==> src/rtl/daq_gtx_pkg.sv <==
// Shared constants and state encoding for the DAQ GTX framer.
// 8b/10b control words are 16-bit with a per-byte K flag.
package daq_gtx_pkg;

   localparam logic [15:0] K_IDLE  = 16'h50BC;
   localparam logic [15:0] K_SOF   = 16'h55FB;
   localparam logic [15:0] K_EOF   = 16'hF7FD;

   localparam logic [1:0]  KI_IDLE = 2'b01;
   localparam logic [1:0]  KI_SOF  = 2'b01;
   localparam logic [1:0]  KI_EOF  = 2'b11;
   localparam logic [1:0]  KI_DATA = 2'b00;

   typedef enum logic [2:0] {
      ST_READY,
      ST_SOF,
      ST_DATA,
      ST_EOF,
      ST_GAP
   } state_t;

endpackage

==> src/rtl/daq_gtx_framer.sv <==
// Frames the readout packet stream with SOF/EOF/IDLE K-words for the GTX,
// enforcing an idle gap and checking packet length.
module daq_gtx_framer
   import daq_gtx_pkg::*;
#(
   parameter int PKT_WORDS = 100,
   parameter int MIN_IDLE  = 6
) (
   input  logic        RCLK,
   input  logic        RST,
   input  logic        TX_EN,
   input  logic [15:0] TXD,
   input  logic        TXD_VLD,
   output logic        TXACK,
   output logic [15:0] GTX_TXDATA,
   output logic [1:0]  GTX_TXCHARISK,
   output logic        BUSY,
   output logic [15:0] PKT_CNT,
   output logic        LEN_ERR,
   output logic [7:0]  LEN_ERR_CNT
);

   state_t      state_q, state_d;
   logic [7:0]  gap_q, gap_d;
   logic [7:0]  cnt_q, cnt_d;
   logic [15:0] hold_q, hold_d;
   logic [15:0] data_q, data_d;
   logic [1:0]  k_q, k_d;
   logic        ack_q, ack_d;
   logic        busy_q, busy_d;
   logic [15:0] pkt_cnt_q, pkt_cnt_d;
   logic        lerr_q, lerr_d;
   logic [7:0]  lcnt_q, lcnt_d;

   always_comb begin
      state_d   = state_q;
      gap_d     = gap_q;
      cnt_d     = cnt_q;
      hold_d    = hold_q;
      data_d    = K_IDLE;
      k_d       = KI_IDLE;
      ack_d     = 1'b0;
      busy_d    = busy_q;
      pkt_cnt_d = pkt_cnt_q;
      lerr_d    = 1'b0;
      lcnt_d    = lcnt_q;
      unique case (state_q)
         ST_GAP: begin
            gap_d = gap_q - 8'd1;
            if (gap_q <= 8'd1) begin
               gap_d   = 8'd0;
               state_d = ST_READY;
            end
         end
         ST_READY: begin
            busy_d = 1'b0;
            ack_d  = TX_EN;
            // Valid data starts a packet even when TX_EN is low
            if (TXD_VLD) begin
               data_d  = K_SOF;
               k_d     = KI_SOF;
               hold_d  = TXD;
               cnt_d   = 8'd1;
               ack_d   = 1'b0;
               busy_d  = 1'b1;
               state_d = ST_SOF;
            end
         end
         ST_SOF, ST_DATA: begin
            data_d = hold_q;
            k_d    = KI_DATA;
            if (TXD_VLD) begin
               hold_d  = TXD;
               cnt_d   = (cnt_q == 8'hFF) ? cnt_q : cnt_q + 8'd1;
               state_d = ST_DATA;
            end else begin
               state_d = ST_EOF;
            end
         end
         ST_EOF: begin
            data_d    = K_EOF;
            k_d       = KI_EOF;
            pkt_cnt_d = pkt_cnt_q + 16'd1;
            if (int'(cnt_q) != PKT_WORDS) begin
               lerr_d = 1'b1;
               lcnt_d = (lcnt_q == 8'hFF) ? lcnt_q : lcnt_q + 8'd1;
            end
            gap_d   = 8'(MIN_IDLE);
            state_d = ST_GAP;
         end
         default: state_d = ST_GAP;
      endcase
   end

   always_ff @(posedge RCLK or posedge RST) begin
      if (RST) begin
         state_q   <= ST_GAP;
         gap_q     <= 8'(MIN_IDLE);
         cnt_q     <= 8'd0;
         hold_q    <= 16'd0;
         data_q    <= K_IDLE;
         k_q       <= KI_IDLE;
         ack_q     <= 1'b0;
         busy_q    <= 1'b0;
         pkt_cnt_q <= 16'd0;
         lerr_q    <= 1'b0;
         lcnt_q    <= 8'd0;
      end else begin
         state_q   <= state_d;
         gap_q     <= gap_d;
         cnt_q     <= cnt_d;
         hold_q    <= hold_d;
         data_q    <= data_d;
         k_q       <= k_d;
         ack_q     <= ack_d;
         busy_q    <= busy_d;
         pkt_cnt_q <= pkt_cnt_d;
         lerr_q    <= lerr_d;
         lcnt_q    <= lcnt_d;
      end
   end

   assign TXACK         = ack_q;
   assign GTX_TXDATA    = data_q;
   assign GTX_TXCHARISK = k_q;
   assign BUSY          = busy_q;
   assign PKT_CNT       = pkt_cnt_q;
   assign LEN_ERR       = lerr_q;
   assign LEN_ERR_CNT   = lcnt_q;

endmodule

==> config.mk <==
export PLATFORM = sky130hd
export DESIGN_NAME = daq_gtx_framer
export DESIGN_NICKNAME = d
export VERILOG_FILES = /design/src/rtl/daq_gtx_pkg.sv /design/src/rtl/daq_gtx_framer.sv
export SDC_FILE = /design/constraint.sdc
export NUM_CORES = 1
export LEC_CHECK = 0
export BUFFER_PORTS_ARGS = -buffer_cell sky130_fd_sc_hd__buf_4
export CAP_MARGIN = 20
export CORE_AREA = 2 2 103 105
export CTS_CLUSTER_SIZE = 25
export DETAILED_ROUTE_END_ITERATION = 10
export DIE_AREA = 0 0 105 107
export PLACE_DENSITY = 0.6
export SETUP_SLACK_MARGIN = 0.4
export SYNTH_ARGS = -nofsm -noshare
export SYNTH_HDL_FRONTEND = slang
export SYNTH_SLANG_ARGS = --single-unit
==> constraint.sdc <==
create_clock -name RCLK -period 3.6 [get_ports RCLK]
set_clock_uncertainty 0.05 [all_clocks]
set_input_delay 0.72 -clock RCLK [delete_from_list [all_inputs] [get_ports RCLK]]
set_output_delay 0.72 -clock RCLK [all_outputs]
set_load 0.02 [all_outputs]
After elaboration in Yosys (flattened, before gate mapping)
Index checks and enable logic that the tools add are counted.
{"block": "totals", "reg_bits": 80, "input_bits": 20, "word_cells": 55}
{"block": "classes", "n_addsub": 4, "n_lt_le_gt_ge": 1, "n_eq_ne": 11, "mux": 18, "n_bitwise": 1, "reduce_logical": 9}
{"cell": "16-bit one-hot mux with 3 select lines", "count": 1}
{"cell": "8-bit two-way mux", "count": 4}
{"cell": "8-bit one-hot mux with 2 select lines", "count": 2}
{"cell": "16-bit by 1-bit adder with 16-bit output, second input constant", "count": 1}
{"cell": "8-bit by 1-bit adder with 8-bit output, second input constant", "count": 2}
{"cell": "8-bit equality test, second input constant", "count": 2}
{"cell": "11-bit two-way mux", "count": 1}
{"cell": "3-bit one-hot mux with 3 select lines", "count": 1}
{"cell": "8-bit by 1-bit <= comparator with 1-bit output, second input constant", "count": 1}
{"cell": "2-bit inequality test, second input constant", "count": 4}
{"cell": "8-bit inequality test, second input constant", "count": 1}
{"cell": "8-bit by 1-bit subtractor with 8-bit output, second input constant", "count": 1}
{"cell": "3-bit by 2-bit equality test with 1-bit output, second input constant", "count": 2}
{"cell": "1-bit two-way mux", "count": 6}
{"cell": "3-bit two-way mux", "count": 2}
{"cell": "2-bit one-hot mux with 2 select lines", "count": 1}
{"cell": "2-bit AND reduction", "count": 2}
{"cell": "4-bit AND reduction", "count": 1}
{"cell": "2-bit nonzero test", "count": 2}
{"cell": "3-bit by 1-bit equality test with 1-bit output, second input constant", "count": 1}
{"cell": "3-bit equality test, second input constant", "count": 1}
{"cell": "3-bit logical NOT", "count": 1}
{"cell": "3-bit AND reduction", "count": 1}
{"cell": "3-bit OR reduction", "count": 1}
{"cell": "other kinds (2)", "count": 2}

Logic depth before layout (Yosys ltp)
{"block": "depth", "ltp_word": 4, "depth_mapped": 7}

Worst setup path after synthesis
Ideal clock, no wire load.
{"block": "synth_path", "path_kind": "reg-to-reg", "startpoint": "reg gap_q[3]", "endpoint": "reg gap_q[5]", "setup_ns": 0.121, "t_arrival_ns": 1.694, "required_time_ns": 3.429, "slack_ns": 1.735, "path_stages_with_launch": 6, "n_path_buf": 1, "synth_period_minus_slack_ns": 1.865, "path_cell_list": "dfrtp_1 > or4_4 > o311ai_4 > buf_6 > o21ai_1 > a22o_1"}
{"block": "synth_via", "elab_chain_len": 3, "elab_cells_between_ends": 4}
{"item": "start, declared", "line": "daq_gtx_framer.sv:24", "source": "logic [7:0] gap_q, gap_d;"}
{"item": "start signal, assigned", "line": "daq_gtx_framer.sv:98", "source": "gap_q <= 8'(MIN_IDLE);"}
{"item": "start signal, assigned", "line": "daq_gtx_framer.sv:110", "source": "gap_q <= gap_d;"}
{"item": "8-bit by 1-bit subtractor with 8-bit output or 8-bit by 1-bit <= comparator with 1-bit output (tied branches)", "line": "daq_gtx_framer.sv:49, daq_gtx_framer.sv:50"}
{"item": "8-bit two-way mux *", "line": "daq_gtx_framer.sv:50", "source": "if (gap_q <= 8'd1) begin"}
{"item": "8-bit one-hot mux with 2 select lines *", "line": "daq_gtx_framer.sv:47", "source": "unique case (state_q)"}
Mark *: on every way between the ends. The rest lies on a longest branch, timed or not.
A chain may end at the register's enable or synchronous reset.

Worst setup path after layout
Same ends and word-level chain as after synthesis.

==> results.txt <==
- On the critical path, the stage with the largest delay is an instance of sky130_fd_sc_hd__or4_4.
* TritonCTS clock tree: done
- The pre-antenna-repair detailed-routing pass consisted of 4 iterations.
- Post-synth EDFFs: 0
* Post-layout min period: 2.12 ns
* Max Clock Freq: 471 MHz
* Row count: 37
* Cts hold-fix bufs: 0
- Count of cell instances traversed by the critical path: 4
- In the synthesized netlist the dominant register cell turns out to be sky130_fd_sc_hd__dfrtp_1.
- After synthesis, the largest family of logic cells by area is simple AND/OR/NAND/NOR gates.
- The die covers 11200 sq um.
- Vias/cell: 4.86
- Share of cells above drive strength 1: 0.323
* Count of buffer and inverter cells on the critical path: 0
- Of the total synthesized cell area, the portion taken by full adders, half adders and majority gates is 0.0217.
- Before CTS, the worst setup slack after placement is 1.32 ns.
- The detail route stage leaves a number of antenna-violating nets equal to 0.
- Post-CTS Setup Inserts: 0
* CP max stage delay: 0.59 ns
* Root buffer cell: sky130_fd_sc_hd__clkbuf_8
- Across every metal layer, demand over resource in global routing totals 0.127.
- In this run, synthesis produced a sequential element count of 80.
- Synthesized area per cell: 11.6 sq um
* Net count of the finished layout: 393
- In this run the tool buffered the top-level ports with 64 buffer cells.
- H-Tree Depth: 3
- Starting density of the core: 0.342
- 0 antenna diodes ended up in the layout.
- Wire length of the first global-routing pass: 11500 um
- The library cell used most frequently in the layout, excluding fill and tap cells, is sky130_fd_sc_hd__dfrtp_1.
- At the later pin of the worst-skew pair, clock insertion delay measures 0.35 ns.
* Count of unique library cells instantiated by Yosys: 46
- After detailed routing, the average wire length per cell comes to 13.6 um.
- In this run the cell area of the synthesized design comes to 3450 sq um.
- STA classifies the critical path startpoint as a flip-flop.
- In this run the static leakage power is 2.04 nW.
- Synth Area in XOR/XNOR: 0.0583
- Multi-input gate area: 1360 sq um
- Most frequent cells in the layout: 69 x sky130_fd_sc_hd__dfrtp_1, 66 x sky130_fd_sc_hd__buf_4, 27 x sky130_fd_sc_hd__nand2_1
* Nets in the synthesized netlist: 323
- DRC Markers: 0
- Sequential cell area fraction in the yosys report: 0.583
- Post-layout power: 3.36 mW
* Clock-pin slew of the registers on the worst-case setup and hold paths: 0.08 ns
* Area fraction in compound gates after synthesis: 0.0963
- The die is 105 um wide.
- Power density relative to cell area: 780 nW/um^2
- Layout overhead on the synthesized area: 24.8%
- For this run, the number of Yosys warnings is 0.
* Post-route setup slack: 1.48 ns
- Headroom to the max-slew limit came out at 0.515.
- Critical path data arrival time: 2.31 ns
* Number of buffers between clock root and the deepest sink: 2
- The min-delay analysis places its worst path in the category in -> async.
- Weighted congestion at the end of routability-driven global placement: 0.822
* Depth of the worst register-to-register path: 4
- Setup repair after global routing left no endpoint under its margin.
- For this design the top-level I/O count stands at 65.
* Final Hold Fails: 0
- Traced cell by cell, the critical path runs through or4_4, o311ai_4, nor2_1, a22o_1.
- The flow ran to the end, and the final reports show no timing, DRC or antenna violations.
* Ratio of final minimum period to clock period: 0.589
- Total Wirelength: 6910 um
- Area of all sequential standard cells: 2020 sq um
- The detailed router finished its first iteration with 125 violations.
* Total of endpoints with negative setup slack in the final report: 0
- Max rail drop VDD: 275 uV
- Of the total synthesized cell area, the portion taken by AND, OR, NAND and NOR gates is 0.156.
- Initial antenna violation count: 0
- At the pin with the least slew margin, the transition time is 0.725 ns.
- Measured on the finished design, the core utilization comes to 0.427.
* Top cell family by delay on the critical path: compound AO/OA/AOI/OAI gates
* Number of sinks driven by the clock tree: 80
- The worst setup path is captured at a flip-flop.
- The final-report max-slew violation count came to 0.
- Fillcell total: 986
* Max-capacitance violation count: 0
* Number of instances resized during post-cts repair: 0
* Multiplexer fraction of the synthesized cell area: 0.0616
- Synthesis produced a netlist whose cell count is 297.
- Total via count after detailed routing: 2471
- After synthesis, the share of flip-flops with an asynchronous set or reset is 1.00.
- Entering global routing, the biggest net connects 31 pins.
- Required @ worst endpoint: 3.78 ns
- Die height: 107 um
* Setup Total Neg Slack: 0 ns
- After global routing the overflow that remains totals 0.
- Number of global-route vias before repair: 2443
- The critical path in this run is classified as reg -> reg.
* Worst-path fanout max: 12
- Clock tree synthesis inserted a total of 9 buffers.
* Half-perimeter wire length after placement: 4890 um
* Core ar.: 10100 sq um
[path summary, 6_finish.rpt]
check	startpoint	to	slack (ns)
max	gap_q[3]$_DFFE_PP0P_	gap_q[5]$_DFFE_PP0P_	1.48
min	RST	hold_q[0]$_DFFE_PP0P_	0.33
max reg2reg	gap_q[3]$_DFFE_PP0P_	gap_q[5]$_DFFE_PP0P_	1.48
min reg2reg	hold_q[14]$_DFFE_PP0P_	GTX_TXDATA[14]$_DFF_PP1_	0.42
max in group asynchronous	RST	GTX_TXDATA[2]$_DFF_PP1_	2.38
min in group RCLK	hold_q[14]$_DFFE_PP0P_	GTX_TXDATA[14]$_DFF_PP1_	0.42
[registers in the layout (all words and copies together), names as in the netlist]
| register | cells |
|---|---|
| hold_q | 16 |
| state_q | 3 |
| GTX_TXCHARISK | 2 |
| TXACK | 1 |
| BUSY | 1 |
| LEN_ERR_CNT | 8 |
| LEN_ERR | 1 |
| gap_q | 8 |
| PKT_CNT | 16 |
| cnt_q | 8 |
| GTX_TXDATA | 16 |
[cells by family (layout without fill, tap and decap cells)]
logic type | after synthesis | after routing
simple gates | 104 | 104
flops | 80 | 80
compound gates | 47 | 47
xor+xnor | 23 | 23
mux | 19 | 19
buf+inv | 18 | 93
fa+ha+maj | 6 | 6
[stage by stage]
stage	hold slack (ns)	area, sq um	cells
floorplan	0.383	3450	297
finish	0.335	4310	508
global route	0.365	4310	508
global placement	0.395	4080	492
detailed placement	0.407	4080	492
CTS	0.333	4310	508
[per-layer routing]
metal / up-vias / GRT usage / part of all wire
li1: 1189 / - / -
met1: 1229 / 0.165 / 0.46
met2: 44 / 0.206 / 0.48
met3: 9 / 0.0286 / 0.038
met4: 0 / 0.0514 / 0.015
met5: - / 0 / 0
[power breakdown]
group	internal, mW	switching [mW]	total (mW)	leakage (nW)
sequential	1.22	0.244	1.46	1.01
clock	0.413	0.335	0.749	0.117
combinational	0.524	0.632	1.16	0.919
total	2.15	1.21	3.36	2.04
[cell type report]
| type | instances | share of cell area |
|---|---|---|
| clock buffers | 10 | 0.0319 |
| clock inverters | 6 | 0.0212 |
| inverters | 11 | 0.00986 |
| multi-input cells | 199 | 0.315 |
| flip-flops and latches | 80 | 0.467 |
| well taps | 136 | 0.0395 |
| repair buffers | 66 | 0.115 |
[cell usage after synthesis (all sizes together), types with 2 or more instances]
library cell	count	area share
xnor2	13	0.033
or3	9	0.016
a21o	8	0.017
nor2b	3	0.0054
dfstp	11	0.084
ha	6	0.022
nand2	27	0.029
o21ai	11	0.016
nand4	6	0.011
a21oi	10	0.014
buf	4	0.0076
o311a	2	0.0058
nor4	6	0.011
xor2	10	0.025
nand2b	2	0.0036
or2	3	0.0054
inv	11	0.012
mux2	18	0.059
nor4b	2	0.0051
nor3	7	0.010
a211oi	2	0.0043
nor2	16	0.017
and3	3	0.0054
dfrtp	69	0.50
clkbuf	3	0.0033
nand3	14	0.020
a31oi	4	0.0072
[worst reg2reg max path, stage by stage, from the launching register on]
cell                       delay, ns
sky130_fd_sc_hd__dfrtp_1        0.45
sky130_fd_sc_hd__or4_4          0.59
sky130_fd_sc_hd__o311ai_4       0.55
sky130_fd_sc_hd__nor2_1         0.13
sky130_fd_sc_hd__a22o_1         0.25
Power figures use the tool's default switching activity.
